$ cat src/rtl/swap_pkg.sv
// Shared constants for the swap sorter: state encodings and default block geometry.
package swap_pkg;

    localparam int DEFAULT_DW    = 8;
    localparam int DEFAULT_DEPTH = 8;

    localparam logic [1:0] ST_LOAD  = 2'd0;
    localparam logic [1:0] ST_SORT  = 2'd1;
    localparam logic [1:0] ST_DRAIN = 2'd2;

    typedef enum logic [1:0] {
        S_LOAD  = ST_LOAD,
        S_SORT  = ST_SORT,
        S_DRAIN = ST_DRAIN
    } state_e;

endpackage

$ cat src/rtl/cmp_swap.sv
// Combinational compare-and-swap: orders one pair of unsigned words.
module cmp_swap
    import swap_pkg::*;
#(
    parameter int DW = DEFAULT_DW
) (
    input  logic [DW-1:0] a,
    input  logic [DW-1:0] b,
    output logic [DW-1:0] lo,
    output logic [DW-1:0] hi,
    output logic          swapped
);

    // Strict compare keeps equal words in place.
    assign swapped = (a > b);
    assign lo      = swapped ? b : a;
    assign hi      = swapped ? a : b;

endmodule

$ cat src/rtl/swap_sort_ctrl.sv
// Block bubble sorter: load DEPTH words, sort with one shared compare-swap per cycle, stream out.
// Optional SWAP_STATS_EN adds a saturating per-block swap counter on swap_count.
module swap_sort_ctrl
    import swap_pkg::*;
#(
    parameter int DW    = DEFAULT_DW,
    parameter int DEPTH = DEFAULT_DEPTH
) (
    input  logic          clk,
    input  logic          reset,
    input  logic          in_valid,
    output logic          in_ready,
    input  logic [DW-1:0] in_data,
    output logic          out_valid,
    input  logic          out_ready,
    output logic [DW-1:0] out_data,
    output logic          out_last,
    output logic          busy
`ifdef SWAP_STATS_EN
    ,
    output logic [15:0]   swap_count
`endif
);

    localparam int AW = $clog2(DEPTH);
    localparam logic [AW-1:0] LAST_PTR  = AW'(DEPTH - 1);
    localparam logic [AW-1:0] LAST_PASS = AW'(DEPTH - 2);
    localparam logic [AW-1:0] ONE       = AW'(1);

    state_e                    state_q, state_d;
    logic [AW-1:0]             wr_ptr_q, wr_ptr_d;
    logic [AW-1:0]             rd_ptr_q, rd_ptr_d;
    logic [AW-1:0]             idx_q, idx_d;
    logic [AW-1:0]             pass_q, pass_d;
    logic                      pass_swp_q, pass_swp_d;
    logic                      in_ready_q, in_ready_d;
    logic                      out_valid_q, out_valid_d;
    logic [DW-1:0]             out_data_q, out_data_d;
    logic [DEPTH-1:0][DW-1:0]  mem_q, mem_d;

    logic [AW-1:0] idx_p1;
    logic [AW-1:0] last_idx;
    logic [DW-1:0] cmp_lo, cmp_hi;
    logic          cmp_swapped;

    assign idx_p1   = idx_q + ONE;
    assign last_idx = LAST_PASS - pass_q;

    cmp_swap #(.DW(DW)) u_cmp (
        .a       (mem_q[idx_q]),
        .b       (mem_q[idx_p1]),
        .lo      (cmp_lo),
        .hi      (cmp_hi),
        .swapped (cmp_swapped)
    );

    always_comb begin
        state_d     = state_q;
        wr_ptr_d    = wr_ptr_q;
        rd_ptr_d    = rd_ptr_q;
        idx_d       = idx_q;
        pass_d      = pass_q;
        pass_swp_d  = pass_swp_q;
        in_ready_d  = in_ready_q;
        out_valid_d = out_valid_q;
        mem_d       = mem_q;
        out_data_d  = '0;
        case (state_q)
            S_LOAD: begin
                in_ready_d = 1'b1;
                if (in_valid && in_ready_q) begin
                    mem_d[wr_ptr_q] = in_data;
                    if (wr_ptr_q == LAST_PTR) begin
                        wr_ptr_d   = '0;
                        idx_d      = '0;
                        pass_d     = '0;
                        pass_swp_d = 1'b0;
                        in_ready_d = 1'b0;
                        state_d    = S_SORT;
                    end else begin
                        wr_ptr_d = wr_ptr_q + ONE;
                    end
                end
            end
            S_SORT: begin
                mem_d[idx_q]  = cmp_lo;
                mem_d[idx_p1] = cmp_hi;
                if (idx_q == last_idx) begin
                    // Leave after the final pass or after a pass that found nothing to swap.
                    if (pass_q == LAST_PASS || !(pass_swp_q || cmp_swapped)) begin
                        rd_ptr_d    = '0;
                        out_valid_d = 1'b1;
                        state_d     = S_DRAIN;
                    end else begin
                        pass_d     = pass_q + ONE;
                        idx_d      = '0;
                        pass_swp_d = 1'b0;
                    end
                end else begin
                    idx_d      = idx_p1;
                    pass_swp_d = pass_swp_q || cmp_swapped;
                end
            end
            S_DRAIN: begin
                if (out_valid_q && out_ready) begin
                    if (rd_ptr_q == LAST_PTR) begin
                        rd_ptr_d    = '0;
                        out_valid_d = 1'b0;
                        in_ready_d  = 1'b1;
                        state_d     = S_LOAD;
                    end else begin
                        rd_ptr_d = rd_ptr_q + ONE;
                    end
                end
            end
            default: begin
                in_ready_d  = 1'b0;
                out_valid_d = 1'b0;
                state_d     = S_LOAD;
            end
        endcase
        // Registered read port sees the post-swap buffer on the SORT->DRAIN edge.
        if (state_d == S_DRAIN) out_data_d = mem_d[rd_ptr_d];
    end

    always_ff @(posedge clk) begin
        if (reset) begin
            state_q     <= S_LOAD;
            wr_ptr_q    <= '0;
            rd_ptr_q    <= '0;
            idx_q       <= '0;
            pass_q      <= '0;
            pass_swp_q  <= 1'b0;
            in_ready_q  <= 1'b0;
            out_valid_q <= 1'b0;
            out_data_q  <= '0;
        end else begin
            state_q     <= state_d;
            wr_ptr_q    <= wr_ptr_d;
            rd_ptr_q    <= rd_ptr_d;
            idx_q       <= idx_d;
            pass_q      <= pass_d;
            pass_swp_q  <= pass_swp_d;
            in_ready_q  <= in_ready_d;
            out_valid_q <= out_valid_d;
            out_data_q  <= out_data_d;
        end
    end

    always_ff @(posedge clk) begin
        mem_q <= mem_d;
    end

    assign in_ready  = in_ready_q;
    assign out_valid = out_valid_q;
    assign out_data  = out_data_q;
    assign out_last  = out_valid_q && (rd_ptr_q == LAST_PTR);
    assign busy      = (state_q != S_LOAD);

`ifdef SWAP_STATS_EN
    logic [15:0] swap_cnt_q, swap_cnt_d;

    always_comb begin
        swap_cnt_d = swap_cnt_q;
        if (state_q == S_LOAD && state_d == S_SORT)
            swap_cnt_d = '0;
        else if (state_q == S_SORT && cmp_swapped && swap_cnt_q != 16'hFFFF)
            swap_cnt_d = swap_cnt_q + 16'd1;
    end

    always_ff @(posedge clk) begin
        if (reset) swap_cnt_q <= '0;
        else       swap_cnt_q <= swap_cnt_d;
    end

    assign swap_count = swap_cnt_q;
`endif

endmodule
$ cat config.mk
export PLATFORM = sky130hd
export DESIGN_NAME = swap_sort_ctrl
export DESIGN_NICKNAME = d
export VERILOG_FILES = /design/src/rtl/swap_pkg.sv /design/src/rtl/cmp_swap.sv /design/src/rtl/swap_sort_ctrl.sv
export SDC_FILE = /design/constraint.sdc
export NUM_CORES = 1
export LEC_CHECK = 0
export ABC_AREA = 1
export CORE_MARGIN = 2
export CORE_UTILIZATION = 24
export CTS_BUF_LIST = sky130_fd_sc_hd__clkbuf_8
export DETAILED_ROUTE_END_ITERATION = 16
export SKIP_LAST_GASP = 1
export SLEW_MARGIN = 20
export SYNTH_ARGS = -nofsm -noshare
export SYNTH_HDL_FRONTEND = slang
export SYNTH_SLANG_ARGS = --single-unit
$ cat constraint.sdc
create_clock -name clk -period 9.2 [get_ports clk]
set_input_delay 1.84 -clock clk [delete_from_list [all_inputs] [get_ports clk]]
set_output_delay 1.84 -clock clk [all_outputs]
set_load 0.02 [all_outputs]
Yosys cells after proc, flatten, opt, wreduce, memory -nomap -nowiden
Index checks and enable logic that the tools add are counted.
{"block": "op_classes", "shifts": 0, "bitwise_logic": 3, "order_cmp": 8, "add_sub_neg": 5, "mux": 55, "multipliers": 0, "eq_ne": 15, "n_reduce_logical": 18, "div": 0}
{"op": "bitwise mux 64 bit", "count": 3}
{"op": "case mux 64 bit (2 select lines)", "count": 1}
{"op": "binary-select mux 8 bit (select 3 bit)", "count": 3}
{"op": "demux 8 bit (select 3 bit)", "count": 3}
{"op": "2-to-1 mux 64 bit", "count": 1}
{"op": "2-to-1 mux 8 bit", "count": 8}
{"op": "2-to-1 mux 3 bit", "count": 11}
{"op": "case mux 3 bit (2 select lines)", "count": 3}
{"op": "less-than comparator 3 x 4 -> 1 bit (second input constant)", "count": 4}
{"op": "!= test 2 bit (second input constant)", "count": 7}
{"op": "adder 3 x 1 -> 3 bit (second input constant)", "count": 4}
{"op": "2-to-1 mux 1 bit", "count": 12}
{"op": "2-to-1 mux 2 bit", "count": 6}
{"op": "AND reduction 5 bit", "count": 2}
{"op": "equality test 3 bit (second input constant)", "count": 3}
{"op": ">= comparator 3 x 1 -> 1 bit (second input constant)", "count": 3}
{"op": "> comparator 8 bit", "count": 1}
{"op": "logical AND 1 bit", "count": 6}
{"op": "case mux 1 bit (3 select lines)", "count": 2}
{"op": "case mux 2 bit (3 select lines)", "count": 1}
{"op": "equality test 2 bit (second input constant)", "count": 2}
{"op": "AND reduction 4 bit", "count": 1}
{"op": "nonzero test 2 bit", "count": 2}
{"op": "equality test 3 bit", "count": 1}
{"op": "other kinds (11)", "count": 14}
{"block": "word_totals", "latch_bits": 0, "rom_bits": 0, "n_memories": 0, "output_inout_bits": 12, "ramBits": 0, "register_bits": 89}

Longest topological paths before layout
{"block": "depth", "depth_word": 13, "mapped_depth": 31, "ltp_nobuf": 28}

Modules after synthesis
From an unflattened synthesis, not the netlist that was laid out.
{"block": "unflattened", "cells_unflattened": 1359, "area_unflattened_um2": 7870.0}
{"mod": "swap_sort_ctrl", "n_inst": 1, "cells_each": 1271, "seq_area_each_um2": 1781.7, "area_each_um2": 7388.3}
{"mod": "cmp_swap", "n_inst": 1, "cells_each": 88, "seq_area_each_um2": 0.0, "area_each_um2": 481.7}

Worst setup path after synthesis
No wires, ideal clock.
{"block": "synth_path", "path_type": "input to register", "from": "input in_valid", "to": "register out_data_q[0], in the netlist out_data[0]", "path_slack_ns": 5.895, "required_time_ns": 9.087, "t_arrival_ns": 3.192, "setup_time_ns": 0.113, "cell_stages": 15, "cell_sequence": "nand2_1 nor2_1 inv_1 nor2_1 nor2_1 inv_1 a21oi_1 a21oi_1 nand2_1 nand2_1 nand3_1 nand2_1 nand2_1 nand2_1 nor2_1"}
{"item": "from (decl)", "line": "swap_sort_ctrl.sv:11", "text": "input logic in_valid,"}
{"item": "to (signal assigned)", "line": "swap_sort_ctrl.sv:146", "text": "out_data_q <= out_data_d;"}
{"item": "to (decl)", "line": "swap_sort_ctrl.sv:38", "text": "logic [DW-1:0] out_data_q, out_data_d;"}

Worst setup path after layout
{"block": "layout_path", "from": "register state_q[0]", "to": "output busy"}
{"block": "layout_between", "elab_chain_cells": 1}
{"item": "from (decl)", "line": "swap_sort_ctrl.sv:30", "text": "state_e state_q, state_d;"}
{"item": "from (signal assigned)", "line": "swap_sort_ctrl.sv:138", "text": "state_q <= state_d;"}
{"item": "nonzero test 2 bit", "line": "swap_sort_ctrl.sv:158", "text": "assign busy = (state_q != S_LOAD);"}
{"item": "to (decl)", "line": "swap_sort_ctrl.sv:18", "text": "output logic busy"}
Every way passes these cells.

==> results.py <==
metrics = {
    "timing": {
        "slew_headroom_pct": 25.5,
        "fin_crit_sh_pct": 56.0,
        "slew_viol_final": 0,
        "tns_ps": 0,
        "fin_skew_ps": 19.3,
        "finalHoldViolCount": 0,
        "fin_ws_ps": 4050,
        "fin_crit_ps": 5150,
        "worstMarginPinSlew_ps": 1110,
        "fmax_mhz": 194,
        "rsz0062_at_grt": "no",
        "setup_violations": 0,
    },
    "critical_path": {
        "required_ps": 7360,
        "cp-start-kind": "register",
        "crit_family": "buffers and inverters",
        "crit_chain": "inv_1, ha_1, clkinv_1, clkdlybuf4s50_1",
        "r2r_setup_slack_ps": 4090,
        "slowest_delay_ps": 970,
        "rr_worst_depth": 21,
        "worst-path-stages": 4,
        "worst-path-buf-inv": 3,
        "end_kind": "primary output",
        "worstSetupPathType": "register to primary output",
        "cp.arrival_ps": 3310,
        "cp_max_fo": 18,
        "critical-path-slowest-cell": "clkinv_1",
    },
    "hold_path": {
        "hp-class": "register to register",
        "hold_depth": 2,
    },
    "detailed_routing": {
        "drc": 0,
        "routed_wl_mm": 35.6,
        "drtAntennaViolNets": 0,
        "wl_per_cell_microns": 19.8,
        "firstDrtPassIters": 9,
        "vias": 9814,
        "drt_iter0_markers": 1306,
        "viasPerCell": 5.46,
    },
    "placed_design": {
        "port_buffers": 23,
        "gp_congestion": 0.959,
        "dp_slack_ps": 4170,
        "dpl.cell_count": 1782,
        "dp_hpwl_mm": 25.1,
        "placed_area_sq_um": 8620,
    },
    "finish": {
        "drive_gt1_share_pct": 7.04,
        "num-nets-final": 1377,
        "antennaDiodeCount": 0,
        "stdcell_area_sq_um": 8810,
        "finalNonFillerCells": 1798,
        "fillers": 3850,
        "area_growth_pct": 7.68,
    },
    "global_route": {
        "antenna_found_initial": 1,
        "grt_max_degree": 74,
        "grt_pass1_wl_mm": 54.2,
        "grt_pass1_vias": 8983,
        "grt_overflow": 0,
        "grt_usage_pct": 19.7,
    },
    "power": {
        "p_sw_share_pct": 54.5,
        "cell_internal_pwr_mw": 0.829,
        "irDropWorstVdd_mv": 0.102,
        "clockPowerShare_pct": 15.9,
        "combPwrFrac_pct": 52.3,
        "switching_power_mw": 0.994,
        "p_leak_nw": 3.93,
        "p_seq_share_pct": 31.8,
        "p_per_area_nw_per_um2": 207,
    },
    "status": {
        "status": "finished clean",
    },
    "clock_tree": {
        "cts_buffers": 9,
        "cts_hold_buf": 0,
        "cts_resized": 0,
        "post-cts-setup-buffer-count": 0,
        "htree_num_levels": 3,
        "root_buffer": "clkbuf_8",
        "cts_tree": "yes",
        "cts.sinks": 89,
        "clk_path_buf_depth": 2,
        "clkSlewWorstSetupHoldPaths_ps": 110,
        "clk_latency_ps": 400,
    },
    "synth": {
        "synth_area_leaders": "dfxtp_1 (22%), nand2_1 (21%), nand3_1 (11%)",
        "synth_top_cells_by_count": "nand2_1 (457), nand3_1 (181), o21ai_0 (124)",
        "ys_seq_elements": 89,
        "mappedNetlistArea_sq_um": 8180,
        "synth.distinct_cells": 46,
        "syn_nets": 1394,
        "avgSynthCellArea_sq_um": 6.01,
        "yosysTopAreaCellShare_pct": 21.8,
        "synthFlopType": "dfxtp_1",
        "netlist_instances": 1362,
        "ys_warn_count": 0,
        "yosysSeqAreaShare_pct": 21.8,
        "synthMostInstantiatedCell": "nand2_1",
        "synth_edf_count": 0,
        "yosys.area.top_type": "dfxtp_1",
        "synthArstFlopShare_pct": 0,
    },
    "job": {
        "maxCapViolCount": 0,
    },
    "floorplan": {
        "num_rows": 67,
        "ios": 24,
        "die_h_microns": 189,
        "dieArea_sq_um": 35600,
        "fp.coreArea_sq_um": 33500,
        "dieWidth_microns": 189,
        "start_util_pct": 24.4,
    },
}
==> flip-flops by register name (all words and copies together) (netlist names) <==
name / count
idx_q: 3
rd_ptr_q: 3
in_ready: 1
out_data: 8
mem_q: 64
pass_q: 3
state_q: 2
pass_swp_q: 1
wr_ptr_q: 3
out_valid: 1
==> worst paths after layout <==
kind,start,to
max,state_q[0],busy
max reg2reg,idx_q[0],out_data[4]
min,pass_q[1],pass_q[1]
min reg2reg,pass_q[1],pass_q[1]
==> worst min-delay path, cell delays in order, from the launching register on <==
cell	delay (ps)
dfxtp_1	360
inv_1	70
a211oi_1	60
==> cells by family after synthesis <==
family,count (synthesis),share of synthesized area (%)
fa+ha+maj,20,3.06
simple gates,794,45.1
xor+xnor,3,0.321
compound gates,261,18.6
buf+inv,195,11.2
flops,89,21.8
==> layout by cell type, fill, tap and decap left out, types with 23 or more instances in the layout <==
| master | instances |
|---|---|
| a21oi_1 | 23 |
| a22oi_1 | 26 |
| clkdlybuf4s50_1 | 23 |
| dfxtp_1 | 88 |
| inv_1 | 108 |
| nand2_1 | 456 |
| nand3_1 | 181 |
| nand3b_1 | 47 |
| nor2_1 | 51 |
| o21ai_0 | 124 |
| o21ai_1 | 39 |
==> layout make-up <==
type                            count  area, sq um  area share [%]
Clock buffer                        9          124            1.41
Clock inverter                      7         65.1           0.739
Inverter                          140          528            5.99
Multi-Input combinational cell   1078         5490            62.3
Sequential cell                    89         1790            20.3
Tap cell                          448          561            6.36
Timing Repair Buffer               27          260            2.95
==> routing by layer <==
layer  global-route usage [%]  wire [microns]
met1                     26.4           14600
met2                     29.8           14900
met3                     4.71            4450
met4                     9.01            1600
met5                        0              13
==> power groups by stage <==
stage | registers, mW | clock network [mW] | logic [mW]
6_report | 0.579 | 0.290 | 0.953
5_1_grt | 0.587 | 0.306 | 1.02
4_1_cts | 0.571 | 0.291 | 0.905
3_5_place_dp | 0.579 | 0 | 0.901
3_3_place_gp | 0.578 | 0 | 0.908
2_1_floorplan | 0.543 | 0 | 0.614
==> through the flow <==
step | hold WS (ps) | utilization, % | power, mW
3_5_place_dp | 507 | 25.7 | 1.48
4_1_cts | 524 | 26.3 | 1.77
3_3_place_gp | 489 | 25.7 | 1.49
6_report | 519 | 26.3 | 1.82
2_1_floorplan | 470 | - | 1.16
5_1_grt | 563 | 26.3 | 1.92
Power figures use the tool's default switching activity.
